--- config.mk ---
export PLATFORM = sky130hd
export DESIGN_NAME = mpy_arbiter_flat
export DESIGN_NICKNAME = d
export VERILOG_FILES = /design/src/rtl/mpy_arbiter_if.sv /design/src/rtl/mpy_arbiter.sv /design/src/flat_wrapper.sv
export SDC_FILE = /design/constraint.sdc
export NUM_CORES = 1
export LEC_CHECK = 0
export BUFFER_PORTS_ARGS = -buffer_cell sky130_fd_sc_hd__buf_2
export CAP_MARGIN = 5
export CELL_PAD_IN_SITES_DETAIL_PLACEMENT = 0
export CELL_PAD_IN_SITES_GLOBAL_PLACEMENT = 2
export CORE_UTILIZATION = 24
export DETAILED_ROUTE_END_ITERATION = 8
export PLACE_DENSITY_LB_ADDON = 0.12
export SETUP_SLACK_MARGIN = 0.3
export SKIP_LAST_GASP = 1
export SYNTH_ARGS = -nofsm -noshare
export SYNTH_HDL_FRONTEND = slang
export SYNTH_SLANG_ARGS = --single-unit
--- constraint.sdc ---
create_clock -name i_clk -period 3.9 [get_ports i_clk]
set_input_delay 0.195 -clock i_clk [delete_from_list [all_inputs] [get_ports i_clk]]
set_output_delay 0.195 -clock i_clk [all_outputs]
set_load 0.05 [all_outputs]
--- src/rtl/mpy_arbiter_if.sv ---
// Bundle between mpy_arbiter and its requesters, the shared multiplier and the result consumer.
// Signal names carry the arbiter's direction (i_ = into the arbiter, o_ = out of it).
interface mpy_arbiter_if #(
  parameter int NA   = 12,
  parameter int NB   = 12,
  parameter int NREQ = 4
);
  localparam int IDXW = $clog2(NREQ);

  logic [NREQ-1:0]    i_req_valid;
  logic [NREQ-1:0]    o_req_ready;
  logic [NREQ*NA-1:0] i_req_a;
  logic [NREQ*NB-1:0] i_req_b;
  logic               o_mpy_ce;
  logic [NA-1:0]      o_mpy_a;
  logic [NB-1:0]      o_mpy_b;
  logic               o_mpy_aux;
  logic [NA+NB-1:0]   i_mpy_p;
  logic               o_res_valid;
  logic [IDXW-1:0]    o_res_idx;
  logic [NA+NB-1:0]   o_res_p;
  logic               i_res_ready;

  modport slave (
    input  i_req_valid, i_req_a, i_req_b, i_mpy_p, i_res_ready,
    output o_req_ready, o_mpy_ce, o_mpy_a, o_mpy_b, o_mpy_aux,
    output o_res_valid, o_res_idx, o_res_p
  );

  modport master (
    output i_req_valid, i_req_a, i_req_b, i_mpy_p, i_res_ready,
    input  o_req_ready, o_mpy_ce, o_mpy_a, o_mpy_b, o_mpy_aux,
    input  o_res_valid, o_res_idx, o_res_p
  );
endinterface

--- src/rtl/mpy_arbiter.sv ---
// Shares one pipelined multiplier among NREQ requesters; tags track result ownership.
// Define MPY_ARBITER_FIXED_PRIO_EN for fixed priority (lowest index wins) instead of round-robin.
module mpy_arbiter #(
  parameter int NA   = 12,
  parameter int NB   = 12,
  parameter int NREQ = 4,
  parameter int LAT  = 3
) (
  input  logic          i_clk,
  input  logic          i_reset_n,
  mpy_arbiter_if.slave  bus
);
  localparam int IDXW = $clog2(NREQ);

  logic            w_mpy_ce;
  logic            w_grant;
  logic [IDXW-1:0] w_gnt_idx;

  logic            r_tag_v   [LAT];
  logic [IDXW-1:0] r_tag_idx [LAT];
  logic            r_res_valid;
  logic [IDXW-1:0] r_res_idx;
  logic [NA+NB-1:0] r_res_p;

  // A held result stalls the entire multiplier pipeline.
  assign w_mpy_ce = !r_res_valid || bus.i_res_ready;
  assign w_grant  = w_mpy_ce && (|bus.i_req_valid);

`ifdef MPY_ARBITER_FIXED_PRIO_EN
  // Lowest-index valid requester; scanning downward lets the lowest index overwrite last.
  always_comb begin
    w_gnt_idx = '0;
    for (int k = NREQ - 1; k >= 0; k--) begin
      w_gnt_idx = bus.i_req_valid[k] ? IDXW'(k) : w_gnt_idx;
    end
  end
`else
  logic [IDXW-1:0] r_ptr;
  logic [IDXW:0]   w_sum;
  logic [IDXW-1:0] w_cand;

  // Round-robin: first valid requester at offsets 1..NREQ after the last grant.
  always_comb begin
    w_gnt_idx = '0;
    w_sum     = '0;
    w_cand    = '0;
    for (int k = NREQ; k >= 1; k--) begin
      w_sum     = {1'b0, r_ptr} + (IDXW+1)'(k);
      w_cand    = (w_sum >= (IDXW+1)'(NREQ)) ? IDXW'(w_sum - (IDXW+1)'(NREQ)) : IDXW'(w_sum);
      w_gnt_idx = bus.i_req_valid[w_cand] ? w_cand : w_gnt_idx;
    end
  end
`endif

  // Grant-cycle handshake and operand steering toward the multiplier.
  always_comb begin
    bus.o_mpy_ce = w_mpy_ce;
    if (w_grant) begin
      bus.o_req_ready = NREQ'(1) << w_gnt_idx;
      bus.o_mpy_a     = bus.i_req_a[w_gnt_idx*NA +: NA];
      bus.o_mpy_b     = bus.i_req_b[w_gnt_idx*NB +: NB];
      bus.o_mpy_aux   = 1'b1;
    end else begin
      bus.o_req_ready = '0;
      bus.o_mpy_a     = '0;
      bus.o_mpy_b     = '0;
      bus.o_mpy_aux   = 1'b0;
    end
  end

  // Tag pipeline, result register and arbitration pointer all advance only on o_mpy_ce.
  always_ff @(posedge i_clk or negedge i_reset_n) begin
    if (!i_reset_n) begin
      for (int i = 0; i < LAT; i++) begin
        r_tag_v[i]   <= 1'b0;
        r_tag_idx[i] <= '0;
      end
      r_res_valid <= 1'b0;
      r_res_idx   <= '0;
      r_res_p     <= '0;
`ifndef MPY_ARBITER_FIXED_PRIO_EN
      r_ptr       <= IDXW'(NREQ - 1);
`endif
    end else if (w_mpy_ce) begin
      r_tag_v[0]   <= w_grant;
      r_tag_idx[0] <= w_gnt_idx;
      for (int i = 1; i < LAT; i++) begin
        r_tag_v[i]   <= r_tag_v[i-1];
        r_tag_idx[i] <= r_tag_idx[i-1];
      end
      r_res_valid <= r_tag_v[LAT-1];
      if (r_tag_v[LAT-1]) begin
        r_res_idx <= r_tag_idx[LAT-1];
        r_res_p   <= bus.i_mpy_p;
      end else begin
        r_res_idx <= r_res_idx;
        r_res_p   <= r_res_p;
      end
`ifndef MPY_ARBITER_FIXED_PRIO_EN
      if (w_grant) begin
        r_ptr <= w_gnt_idx;
      end else begin
        r_ptr <= r_ptr;
      end
`endif
    end else begin
      r_res_valid <= r_res_valid;
    end
  end

  assign bus.o_res_valid = r_res_valid;
  assign bus.o_res_idx   = r_res_idx;
  assign bus.o_res_p     = r_res_p;
endmodule

--- src/flat_wrapper.sv ---
// flat-port wrapper written by rule: the top's interface ports become plain ports
module mpy_arbiter_flat 
#(
  parameter int NA   = 12,
  parameter int NB   = 12,
  parameter int NREQ = 4,
  parameter int LAT  = 3
)
  (i_clk, i_reset_n, bus_i_req_valid, bus_i_req_a, bus_i_req_b, bus_i_mpy_p, bus_i_res_ready, bus_o_req_ready, bus_o_mpy_ce, bus_o_mpy_a, bus_o_mpy_b, bus_o_mpy_aux, bus_o_res_valid, bus_o_res_idx, bus_o_res_p);
  mpy_arbiter_if #(.NA(NA), .NB(NB), .NREQ(NREQ)) bus_i ();
  input  logic i_clk;
  input  logic i_reset_n;
  input wire logic [$bits(bus_i.i_req_valid)-1:0] bus_i_req_valid;
  input wire logic [$bits(bus_i.i_req_a)-1:0] bus_i_req_a;
  input wire logic [$bits(bus_i.i_req_b)-1:0] bus_i_req_b;
  input wire logic [$bits(bus_i.i_mpy_p)-1:0] bus_i_mpy_p;
  input wire logic [$bits(bus_i.i_res_ready)-1:0] bus_i_res_ready;
  output wire logic [$bits(bus_i.o_req_ready)-1:0] bus_o_req_ready;
  output wire logic [$bits(bus_i.o_mpy_ce)-1:0] bus_o_mpy_ce;
  output wire logic [$bits(bus_i.o_mpy_a)-1:0] bus_o_mpy_a;
  output wire logic [$bits(bus_i.o_mpy_b)-1:0] bus_o_mpy_b;
  output wire logic [$bits(bus_i.o_mpy_aux)-1:0] bus_o_mpy_aux;
  output wire logic [$bits(bus_i.o_res_valid)-1:0] bus_o_res_valid;
  output wire logic [$bits(bus_i.o_res_idx)-1:0] bus_o_res_idx;
  output wire logic [$bits(bus_i.o_res_p)-1:0] bus_o_res_p;
  assign bus_i.i_req_valid = bus_i_req_valid;
  assign bus_i.i_req_a = bus_i_req_a;
  assign bus_i.i_req_b = bus_i_req_b;
  assign bus_i.i_mpy_p = bus_i_mpy_p;
  assign bus_i.i_res_ready = bus_i_res_ready;
  assign bus_o_req_ready = bus_i.o_req_ready;
  assign bus_o_mpy_ce = bus_i.o_mpy_ce;
  assign bus_o_mpy_a = bus_i.o_mpy_a;
  assign bus_o_mpy_b = bus_i.o_mpy_b;
  assign bus_o_mpy_aux = bus_i.o_mpy_aux;
  assign bus_o_res_valid = bus_i.o_res_valid;
  assign bus_o_res_idx = bus_i.o_res_idx;
  assign bus_o_res_p = bus_i.o_res_p;
  mpy_arbiter #(.NA(NA), .NB(NB), .NREQ(NREQ), .LAT(LAT)) u_core (.i_clk(i_clk), .i_reset_n(i_reset_n), .bus(bus_i));
endmodule
==> run metrics, run 1 <==
FP Rows 36; number of buffers added by the clock tree synthesis step 5; DRC marker count from the first detailed-route iteration 34; number of port buffers 183; maximum number of pins on one net before global-route repair 54; routability congestion estimate from global placement 0.6892; Hold/Removal Path Class input pin to async pin; combinational family with the most area after synthesis multiplexers; Setup Viol. Count Final 0; Post-DP HPWL 5597 um; Gate Count Post-Synth 204; post-synthesis sequential area ratio 39.87%; diodes inserted 0; Crit path largest cell delay 0.58 ns; initial antenna violation count 0; Least-Margin Pin Slew 1.081 ns; biggest fanout along the worst timing path 22; Worst Path Buf+Inv 4; die boundary height 101.8 um; Synth warnings 0; number of levels the H-tree was split into 2; final-report hold violation count 0; cell types with the largest area share after synthesis sky130_fd_sc_hd__dfrtp_1, sky130_fd_sc_hd__mux2i_1, sky130_fd_sc_hd__mux2_2; CP max stage cell sky130_fd_sc_hd__nor2b_1; Post-CTS Resized 0; initial standard-cell utilization of the core 24.58%; outcome finished, final reports clean; sink count of the clock tree 38; maximum number of buffers from clock root to sink 2; Syn Nets 331; CTS tree done; post-CTS setup buffer count 0; fraction of final layout cells sized beyond drive strength 1 62.83%; worst slew margin relative to its limit 27.74%; post-synthesis sequential element count 38; Max-Cap Viols 0; global-route wire length before repair 10650 um; Post-Route Skew 0.006829 ns; Die Width 101.8 um; mean routed wirelength per cell 13.88 um; vias in the first global route 2120; data required time of the critical path 3.70 ns; Final Net Count 508; areal power density over the cells 989.9 nW/um^2; leakage power of the design 1.830 nW; post-synthesis compound-gate area fraction 13.13%; kind of capture point of the worst setup path output port; pins over their slew limit 0; CTS Root Buffer Type sky130_fd_sc_hd__clkbuf_8; share of the synthesized area in the top cell type 37.68%; die area 10370 sq um; top-level I/O count 184; clock latency on the worst-skew pair 0.29 ns; critical path launch point type flop; Clk pin slew, worst setup/hold paths 0.07 ns; total global routing overflow 0; via density per instance 4.289; series of cell instances along the critical path nor2b_1 > inv_1 > o31ai_2 > inv_2 > nand2b_1 > buf_4 > o22ai_2 > buf_2; max frequency 331.4 MHz; All-Layer GR Usage 13.20%; Setup TNS 0 ns; DRC errors left 0; Post-Synth XOR/XNOR Area 0%; mean instance size in the synthesized netlist 11.72 sq um; min cycle time layout 3.018 ns; kind of critical path flop to output port; kind of cell with the highest combined delay on the critical path buffers and inverters; cell area after synthesis 2391 sq um; hold buffer count at CTS 0; post-detailed-routing wire length 7147 um; share of synthesized cell area in full adder, half adder and majority cells 0%; synthesized-area fraction occupied by and/or/nand/nor cells 7.378%; Period Utilization, post-route 77.38%; growth of design area from synthesis to finish 44.01%; number of nets still failing antenna checks after routing 0; Final Total Pwr 3.408 mW; count of cell types in the netlist 26; unrepaired setup endpoints after global routing false; worst-case vdd ir drop 0.0003760 V; biggest area consumer among synthesized cells sky130_fd_sc_hd__dfrtp_1; vias 2209; Initial DRT Pass Iterations 4; arrival time worst endpoint 2.82 ns; area inside the core boundary 9729 sq um; fraction of synthesized area in multiplexers 32.34%
## flip-flops by register name, indices dropped and copies added (netlist names)
signal / count
u_core.bus.o_res_idx: 2
u_core.bus.o_res_p: 24
u_core.bus.o_res_valid: 1
u_core.r_ptr: 2
u_core.r_tag_idx: 6
u_core.r_tag_v: 3
## cells by family (layout without fill, tap and decap cells)
| kind of cell | count (synthesis) | count (layout) |
|---|---|---|
| buf+inv | 19 | 197 |
| compound gates | 32 | 32 |
| flops | 38 | 38 |
| mux | 74 | 74 |
| simple gates | 41 | 41 |
## cell type report
cell class	instances	area [sq um]
Fill cell	1076	6286
Clock buffer	7	76.32
Sequential cell	38	953.4
Multi-Input combinational cell	147	1271
Clock inverter	1	30.03
Timing Repair Buffer	185	930.9
Inverter	4	15.01
Tap cell	133	166.4
## worst paths after layout
kind                                   startpoint                    end  slack (ns)  cells after the start
setup / recovery           u_core.bus.o_res_valid         bus_o_mpy_b[9]        0.88                      8
hold / removal                          i_reset_n  u_core.bus.o_res_p[2]        0.01                      1
setup reg to reg           u_core.bus.o_res_valid  u_core.bus.o_res_p[2]        1.14                      4
hold reg to reg               u_core.r_tag_idx[1]    u_core.r_tag_idx[1]        0.47                      2
max in group asynchronous               i_reset_n    u_core.r_tag_idx[5]        3.36                      1
min in group i_clk                 bus_i_mpy_p[0]  u_core.bus.o_res_p[0]        0.13                      2
## stage by stage
stage               utilization [%]  area, sq um  worst slack, ns  hold slack [ns]  std cells
finish                        35.39         3443           0.8821          0.01427        515
global route                  35.39         3443           0.5566          0.09130        515
CTS                           35.39         3443           0.7912          0.04622        515
detailed placement            34.30         3337            1.051           0.3599        507
global placement              34.30         3337            1.075           0.3620        507
floorplan                         -         2391            1.360          -0.1006        204
## synth_stat cells
cell type and number:
sky130_fd_sc_hd__nor3_1 2, sky130_fd_sc_hd__nor2_1 5, sky130_fd_sc_hd__dfrtp_1 36, sky130_fd_sc_hd__o21ai_0 2
sky130_fd_sc_hd__mux2_2 26, sky130_fd_sc_hd__buf_2 4, sky130_fd_sc_hd__inv_1 3, sky130_fd_sc_hd__clkbuf_1 1
sky130_fd_sc_hd__o22ai_2 17, sky130_fd_sc_hd__or2_1 1, sky130_fd_sc_hd__a211oi_2 1, sky130_fd_sc_hd__a21oi_1 2
sky130_fd_sc_hd__buf_8 1, sky130_fd_sc_hd__dfstp_2 2, sky130_fd_sc_hd__mux2i_1 48, sky130_fd_sc_hd__o31ai_2 1
sky130_fd_sc_hd__buf_1 1, sky130_fd_sc_hd__inv_2 1, sky130_fd_sc_hd__nand2_1 26, sky130_fd_sc_hd__nand2_2 1
sky130_fd_sc_hd__a31oi_1 1, sky130_fd_sc_hd__buf_6 5, sky130_fd_sc_hd__buf_12 3, sky130_fd_sc_hd__nor2b_1 1
sky130_fd_sc_hd__o22ai_1 8, sky130_fd_sc_hd__nand2b_1 5
## placed cells by master, fill, tap and decap left out
cell type	count
sky130_fd_sc_hd__nor3_1	2
sky130_fd_sc_hd__clkbuf_8	5
sky130_fd_sc_hd__clkbuf_1	2
sky130_fd_sc_hd__dfstp_2	2
sky130_fd_sc_hd__buf_2	183
sky130_fd_sc_hd__nand2_2	1
sky130_fd_sc_hd__inv_1	3
sky130_fd_sc_hd__a31oi_1	1
sky130_fd_sc_hd__mux2_2	26
sky130_fd_sc_hd__mux2i_1	48
sky130_fd_sc_hd__nor2_1	5
sky130_fd_sc_hd__dfrtp_1	36
sky130_fd_sc_hd__o22ai_1	8
sky130_fd_sc_hd__o31ai_2	1
sky130_fd_sc_hd__bufinv_16	1
sky130_fd_sc_hd__inv_2	1
sky130_fd_sc_hd__nand2_1	26
sky130_fd_sc_hd__nand2b_1	5
sky130_fd_sc_hd__nor2b_1	1
sky130_fd_sc_hd__o22ai_2	17
sky130_fd_sc_hd__or2_1	1
sky130_fd_sc_hd__a211oi_4	1
sky130_fd_sc_hd__buf_4	2
sky130_fd_sc_hd__a21oi_1	2
sky130_fd_sc_hd__o21ai_0	2
## routing by layer
| layer | share of wire [%] | up-vias | GRT usage, % |
|---|---|---|---|
| met2 | 50 | 103 | 22.92 |
| met1 | 40 | 1011 | 15.84 |
| met4 | 0.98 | 0 | 3.626 |
| met5 | 0 | - | 0 |
| li1 | - | 1090 | - |
| met3 | 8.3 | 5 | 3.967 |
## where the power goes
group          switching [mW]  internal, mW  leakage, nW  total [mW]
clock network           0.135         0.191       0.0524       0.326
logic                    1.68         0.707         1.34        2.38
registers              0.0972         0.601        0.441       0.699
total                    1.91          1.50         1.83        3.41
(Power assumes the default switching activity.)
==> run 2: changes to the inputs <==
--- a/config.mk
+++ b/config.mk
@@ -9,7 +9,7 @@
 export CAP_MARGIN = 5
 export CELL_PAD_IN_SITES_DETAIL_PLACEMENT = 0
 export CELL_PAD_IN_SITES_GLOBAL_PLACEMENT = 2
-export CORE_UTILIZATION = 24
+export CORE_UTILIZATION = 20
 export DETAILED_ROUTE_END_ITERATION = 8
 export PLACE_DENSITY_LB_ADDON = 0.12
 export SETUP_SLACK_MARGIN = 0.3
==> constraint.sdc (replaced) <==
create_clock -name i_clk -period 2.5 [get_ports i_clk]
set_input_delay 0.125 -clock i_clk [delete_from_list [all_inputs] [get_ports i_clk]]
set_output_delay 0.125 -clock i_clk [all_outputs]
set_load 0.05 [all_outputs]
==> run 2 against run 1 <==
Net effect:
- first-iteration DRC count is 44% higher
- flip-flop and latch count stayed put
- worst hold slack better by 0.064 ns
- clock skew is 0.0042 ns lower
- setup slack worse by 0.70 ns
- combinational power is 100% higher
- final area is 21% higher
- the flow now finishes with violations (DRC)
- clock-buffer cell count stayed put
- sequential share of layout area is 4.8 points lower
- utilization is 0.82 points higher
- register-to-register slack worse by 0.35 ns
- via count is 5.7% higher
==> run metrics, run 2 (same netlist as run 1, synthesis figures left out) <==
critical path launch point u_core.r_ptr[0]; commonest cells after routing, fill and taps aside sky130_fd_sc_hd__buf_2, sky130_fd_sc_hd__dfrtp_1, sky130_fd_sc_hd__mux2i_1; post-detailed-routing wire length 8023 um; outcome complete, but fails checks; unrepaired setup endpoints after global routing true; area inside the core boundary 11520 sq um; global-route wire length before repair 12260 um; diodes inserted 0; final-report hold violation count 0; maximum number of buffers from clock root to sink 2; FP Rows 39; Setup Viol. Count Final 0; Setup TNS 0 ns; pins over their slew limit 0; startpoint of the worst-slack reg-to-reg timing path u_core.r_ptr[0]; maximum number of pins on one net before global-route repair 39; number of nets still failing antenna checks after routing 0; sink count of the clock tree 38; total global routing overflow 0; Least-Margin Pin Slew 0.8513 ns; via density per instance 4.267; Global Route met3 Usage 3.538%; die boundary height 111.3 um; vias 2334; critical path launch point type flop; setup slack after placement 0.2603 ns; biggest fanout along the worst timing path 6; beginning of the worst hold path bus_i_mpy_p[9]; Clk pin slew, worst setup/hold paths 0.06 ns; most common cell after layout, fill and taps aside sky130_fd_sc_hd__buf_2; Post-DP HPWL 5203 um; Die Width 111.3 um; count of filler cells inserted in the layout 1195; Post-Route Skew 0.002650 ns; post-route non-filler standard cell count 547; number of flip-flops in the largest register 24; initial standard-cell utilization of the core 20.76%; register area 953.4 sq um; CTS Root Buffer Type sky130_fd_sc_hd__clkbuf_16; number of levels the H-tree was split into 2; Max-Cap Viols 0; mean routed wirelength per cell 14.67 um; vias in the first global route 2426; max frequency 431.2 MHz; Final Total Pwr 6.509 mW; fraction of final layout cells sized beyond drive strength 1 71.04%; initial antenna violation count 0; areal power density over the cells 1561 nW/um^2; met1 Track Usage GR 13.95%; top-level I/O count 184; arrival time worst endpoint 2.19 ns; worst-case vdd ir drop 0.0005195 V; Final Hold Slack 0.07810 ns; CTS tree done; DRC errors left 18; min cycle time layout 2.319 ns; peak-usage layer in the global routing report met2; Final Cell Area 4170 sq um; number of buffers added by the clock tree synthesis step 5; growth of design area from synthesis to finish 74.41%; routability congestion estimate from global placement 0.7023; kind of critical path flop to output port; data required time of the critical path 2.38 ns; clock latency on the worst-skew pair 0.27 ns; Hold/Removal Path Class input pin to flop; number of port buffers 183; All-Layer GR Usage 12.62%; Final Net Count 530; multi-input combinational cell area 1445 sq um; Initial DRT Pass Iterations 6; DRC marker count from the first detailed-route iteration 49; leakage power of the design 2.054 nW; failing checks DRC; grt met2 use 23.38%; kind of capture point of the worst setup path output port; worst slew margin relative to its limit 43.25%; die area 12400 sq um; total cell area at the placement stage 3420 sq um; PnR worst setup slack 0.1807 ns; count of placed standard cells including taps 521; Period Utilization, post-route 92.77%; fin util 36.21%
-- run 2: cell types whose count changed in the layout (fill, tap and decap cells not counted), moves of 2 or more --
cell / change
sky130_fd_sc_hd__mux2i_1: -19
sky130_fd_sc_hd__nand2b_4: +2
sky130_fd_sc_hd__mux2i_2: +11
sky130_fd_sc_hd__clkbuf_16: +7
sky130_fd_sc_hd__buf_2: -27
sky130_fd_sc_hd__buf_4: +15
sky130_fd_sc_hd__nand2b_1: -2
sky130_fd_sc_hd__buf_16: +5
sky130_fd_sc_hd__mux2i_4: +8
sky130_fd_sc_hd__clkbuf_8: -4
sky130_fd_sc_hd__buf_12: +4
sky130_fd_sc_hd__buf_6: +21
-- run 2: worst max-delay path, stage by stage (launching register included) --
cell and delay, ns:
sky130_fd_sc_hd__dfstp_2 0.53, sky130_fd_sc_hd__nand2b_4 0.13, sky130_fd_sc_hd__o21ai_4 0.06, sky130_fd_sc_hd__a211oi_4 0.23, sky130_fd_sc_hd__buf_4 0.16, sky130_fd_sc_hd__buf_12 0.13, sky130_fd_sc_hd__clkbuf_16 0.17, sky130_fd_sc_hd__mux2i_1 0.24
sky130_fd_sc_hd__o22ai_2 0.11, sky130_fd_sc_hd__buf_6 0.16
-- run 2: routing by layer --
metal / up-vias / wire length [um]
met3: 4 / 662
met4: 0 / 78
li1: 1135 / -
met5: - / 0
met2: 127 / 4177
met1: 1068 / 3105
-- run 2: worst paths after layout --
check                                         to  slack [ns]  depth (start not counted)
setup / recovery                  bus_o_mpy_b[5]        0.18                          9
hold / removal             u_core.bus.o_res_p[9]        0.08                          2
setup reg to reg                 u_core.r_ptr[0]        0.79                          9
hold reg to reg              u_core.r_tag_idx[0]        0.46                          2
max in group asynchronous      u_core.r_tag_v[0]        1.46                          2
min in group asynchronous  u_core.bus.o_res_p[9]        0.49                          2
-- run 2: power breakdown --
group	internal [mW]	switching (mW)	total, mW
combinational	1.91	2.89	4.80
sequential	0.940	0.142	1.08
clock	0.395	0.230	0.625
-- run 2: timing repair --
action	in CTS	in global routing
setup endpoints to repair	27	28
cloned	5	2
hold buffers	1	0
setup buffers	8	2
endpoints found under the hold margin	19	0
resized for setup	56	35
pin swaps	4	15
-- run 2: cell type report --
type                       instances  share of cell area [%]
multi-input combinational        147                   34.65
timing repair buffer             207                   34.29
sequential                        38                   22.86
tap                              143                   4.290
clock buffer                       7                   3.420
inverter                           4                  0.3600
clock inverter                     1                  0.1200
==> run 3: changes to the inputs <==
--- a/config.mk
+++ b/config.mk
@@ -5,11 +5,14 @@
 export SDC_FILE = /design/constraint.sdc
 export NUM_CORES = 1
 export LEC_CHECK = 0
+export ABC_AREA = 1
+export ABC_CLOCK_PERIOD_IN_PS = 2500
 export BUFFER_PORTS_ARGS = -buffer_cell sky130_fd_sc_hd__buf_2
 export CAP_MARGIN = 5
 export CELL_PAD_IN_SITES_DETAIL_PLACEMENT = 0
 export CELL_PAD_IN_SITES_GLOBAL_PLACEMENT = 2
-export CORE_UTILIZATION = 20
+export CORE_UTILIZATION = 19
+export CTS_BUF_LIST = sky130_fd_sc_hd__clkbuf_16
 export DETAILED_ROUTE_END_ITERATION = 8
 export PLACE_DENSITY_LB_ADDON = 0.12
 export SETUP_SLACK_MARGIN = 0.3
==> run 3 against run 2 <==
Net effect:
- the flow now finishes without violations
- worst hold slack got worse by 0.0099 ns
- fmax decreased by 5.7%
- cell count increased by 37%
- wire length increased by 52%
- synthesized cell count increased by 82%
- utilization decreased by 0.12 points
- critical endpoint is now bus_o_mpy_a[10]
- largest cell class unchanged
==> run metrics, run 3 <==
outcome finished, final reports clean; arrival time worst endpoint 2.33 ns; vias 3428; cell area after synthesis 2750 sq um; Syn Nets 499; most common cell after layout, fill and taps aside sky130_fd_sc_hd__buf_2; All-Layer GR Usage 15.33%; mean routed wirelength per cell 16.24 um; FP Rows 43; multi-input combinational cell area 1818 sq um; post-synthesis sequential element count 38; pins over their slew limit 0; DRC marker count from the first detailed-route iteration 204; number of levels the H-tree was split into 2; growth of design area from synthesis to finish 83.58%; Clk pin slew, worst setup/hold paths 0.06 ns; Hold/Removal Path Class input pin to flop; Setup Viol. Count Final 0; data required time of the critical path 2.38 ns; worst reg-to-reg setup slack 0.67 ns; Post-synth top flop sky130_fd_sc_hd__dfrtp_1; die boundary height 122.3 um; maximum number of pins on one net before global-route repair 39; top-level I/O count 184; worst slew margin relative to its limit 41.97%; Post-DP HPWL 8066 um; biggest area consumer among synthesized cells sky130_fd_sc_hd__dfrtp_1; global-route wire length before repair 17620 um; critical path launch point u_core.r_ptr[0]; Post-Route Skew 0.005826 ns; CTS tree done; min cycle time layout 2.459 ns; unrepaired setup endpoints after global routing true; final-report hold violation count 0; initial standard-cell utilization of the core 19.66%; Initial DRT Pass Iterations 7; register area 954.7 sq um; maximum number of buffers from clock root to sink 2; number of nets still failing antenna checks after routing 0; Max-Cap Viols 0; biggest fanout along the worst timing path 8; M1 wire length 5316 um; via density per instance 4.559; CTS Root Buffer Type sky130_fd_sc_hd__clkbuf_16; clock latency on the worst-skew pair 0.28 ns; startpoint of the worst-slack reg-to-reg timing path u_core.r_ptr[0]; number of buffers added by the clock tree synthesis step 5; area inside the core boundary 13990 sq um; vias in the first global route 3315; Die Width 122.3 um; mean instance size in the synthesized netlist 7.393 sq um; initial antenna violation count 2; critical path launch point type flop; top cell types by occurrence after synthesis sky130_fd_sc_hd__nand2_1, sky130_fd_sc_hd__nor2_1, sky130_fd_sc_hd__nand3_1, sky130_fd_sc_hd__nand4_1, sky130_fd_sc_hd__dfrtp_1; Gate Count Post-Synth 372; Period Utilization, post-route 98.35%; count of filler cells inserted in the layout 1484; post-detailed-routing wire length 12210 um; detailed-routed wire length on met2 5947 um; count of cell types in the netlist 24; Synth warnings 0; number of flops mapped to enable cells by yosys 0; share of the synthesized area in the top cell type 32.76%; die area 14960 sq um; Top Layer Used met5; Setup TNS 0 ns; fraction of final layout cells sized beyond drive strength 1 58.49%; post-synthesis sequential area ratio 34.67%; commonest cells after routing, fill and taps aside sky130_fd_sc_hd__buf_2, sky130_fd_sc_hd__nand2_1, sky130_fd_sc_hd__nand3_1; Worst Reg-to-Reg Cells 12; total global routing overflow 0; number of flip-flops in the largest register 24; share of synthesized flip-flops with an asynchronous set or reset 100.0%; series of cell instances along the critical path inv_6 > nand2_2 > nand2_2 > nand2_2 > nand2_1 > inv_2 > nand2_4 > a21boi_4 > buf_12 > clkbuf_16 > nand4_1 > nand2_1 > nor2_2 > nor2_4 > buf_8; max frequency 406.7 MHz; DRC errors left 0; routability congestion estimate from global placement 0.7474; worst r2r dst u_core.r_tag_idx[4]; cell types with the largest area share after synthesis sky130_fd_sc_hd__dfrtp_1, sky130_fd_sc_hd__nand2_1, sky130_fd_sc_hd__nand4_1; leading cell type by number of instances after synthesis sky130_fd_sc_hd__nand2_1; endpoint of the most critical setup path bus_o_mpy_a[10]; routed length on met3 881 um; kind of critical path flop to output port; sink count of the clock tree 38; CP max stage cell sky130_fd_sc_hd__dfstp_2; number of port buffers 183; Final Net Count 697; Crit path largest cell delay 0.63 ns; Crit path top cell by count sky130_fd_sc_hd__nand2_2; kind of capture point of the worst setup path output port; Least-Margin Pin Slew 0.8705 ns
## run 3: changes by cell type after synthesis, sizes merged, moves of 2 or more
| cell | delta |
|---|---|
| buf | +15 |
| clkbuf | +2 |
| inv | +11 |
| mux2i | -48 |
| nand2 | +69 |
| nand2b | -5 |
| nand3 | +51 |
| nand4 | +48 |
| nor2 | +47 |
| o21ai | +7 |
| o22ai | -25 |
## run 3: area by class of cell
type                       instances  area share (%)
multi-input combinational        286           36.01
timing repair buffer             223           35.96
sequential                        38           18.91
tap                              180           4.461
clock buffer                       5           2.478
inverter                          16           1.388
clock inverter                     3          0.7435
antenna                            1         0.04957
## run 3: worst min-delay path by stage
stage                     from                       to  slack, ns  cells past startpoint
4_1_cts        bus_i_mpy_p[14]   u_core.bus.o_res_p[14]       0.06                      2
5_1_grt        bus_i_mpy_p[14]   u_core.bus.o_res_p[14]       0.06                      2
6_report       bus_i_mpy_p[12]   u_core.bus.o_res_p[12]       0.07                      2
3_3_place_gp         i_reset_n   u_core.bus.o_res_p[12]       0.30                      1
3_5_place_dp         i_reset_n   u_core.bus.o_res_p[15]       0.30                      1
2_1_floorplan        i_reset_n  u_core.bus.o_res_idx[0]      -0.17                      0
## run 3: repair_timing
item	4_1_cts	5_1_grt
gates resized for setup	89	30
hold buffers	1	0
endpoints found under the setup margin	28	28
pin swaps	4	7
endpoints found under the hold margin	36	0
gates cloned	7	7
buffers inserted	7	2
## run 3: critical path: cells and delay by family (launching register included)
| kind | cells | cell delay [ns] |
|---|---|---|
| buffers and inverters | 5 | 0.61 |
| and+or+nand+nor | 9 | 0.63 |
| AOI/OAI and AO/OA | 1 | 0.18 |
| DFF | 1 | 0.63 |
## run 3: cells by family after synthesis
| logic type | after synthesis | share of synthesized area (%) |
|---|---|---|
| flip-flops | 38 | 34.67 |
| buffers and inverters | 48 | 10.01 |
| multiplexers | 26 | 10.65 |
| AND/OR/NAND/NOR | 248 | 41.86 |
| AO/OA/AOI/OAI | 12 | 2.821 |
## run 3: layer usage
metal / vias up / track usage, %
met5: - / 0
met4: 2 / 2.515
met3: 7 / 4.043
met2: 127 / 26.16
met1: 1618 / 19.53
li1: 1674 / -
## run 3: stage by stage
stage | instance area [sq um] | hold WS [ns] | setup slack [ns] | instances | utilization [%]
after CTS | 4760 | 0.06232 | 0.04848 | 742 | 34.03
after floorplan | 2954 | -0.1706 | 0.1852 | 372 | -
after global placement | 4085 | 0.2995 | 0.2428 | 719 | 29.20
final | 5049 | 0.06820 | 0.04135 | 752 | 36.09
after detailed placement | 4085 | 0.2978 | 0.2770 | 719 | 29.20
after global routing | 5046 | 0.05676 | -0.1003 | 751 | 36.07
Power of run 3 is not shown: default switching activity piles up to over one toggle a cycle in this logic, so the estimate is an artifact.
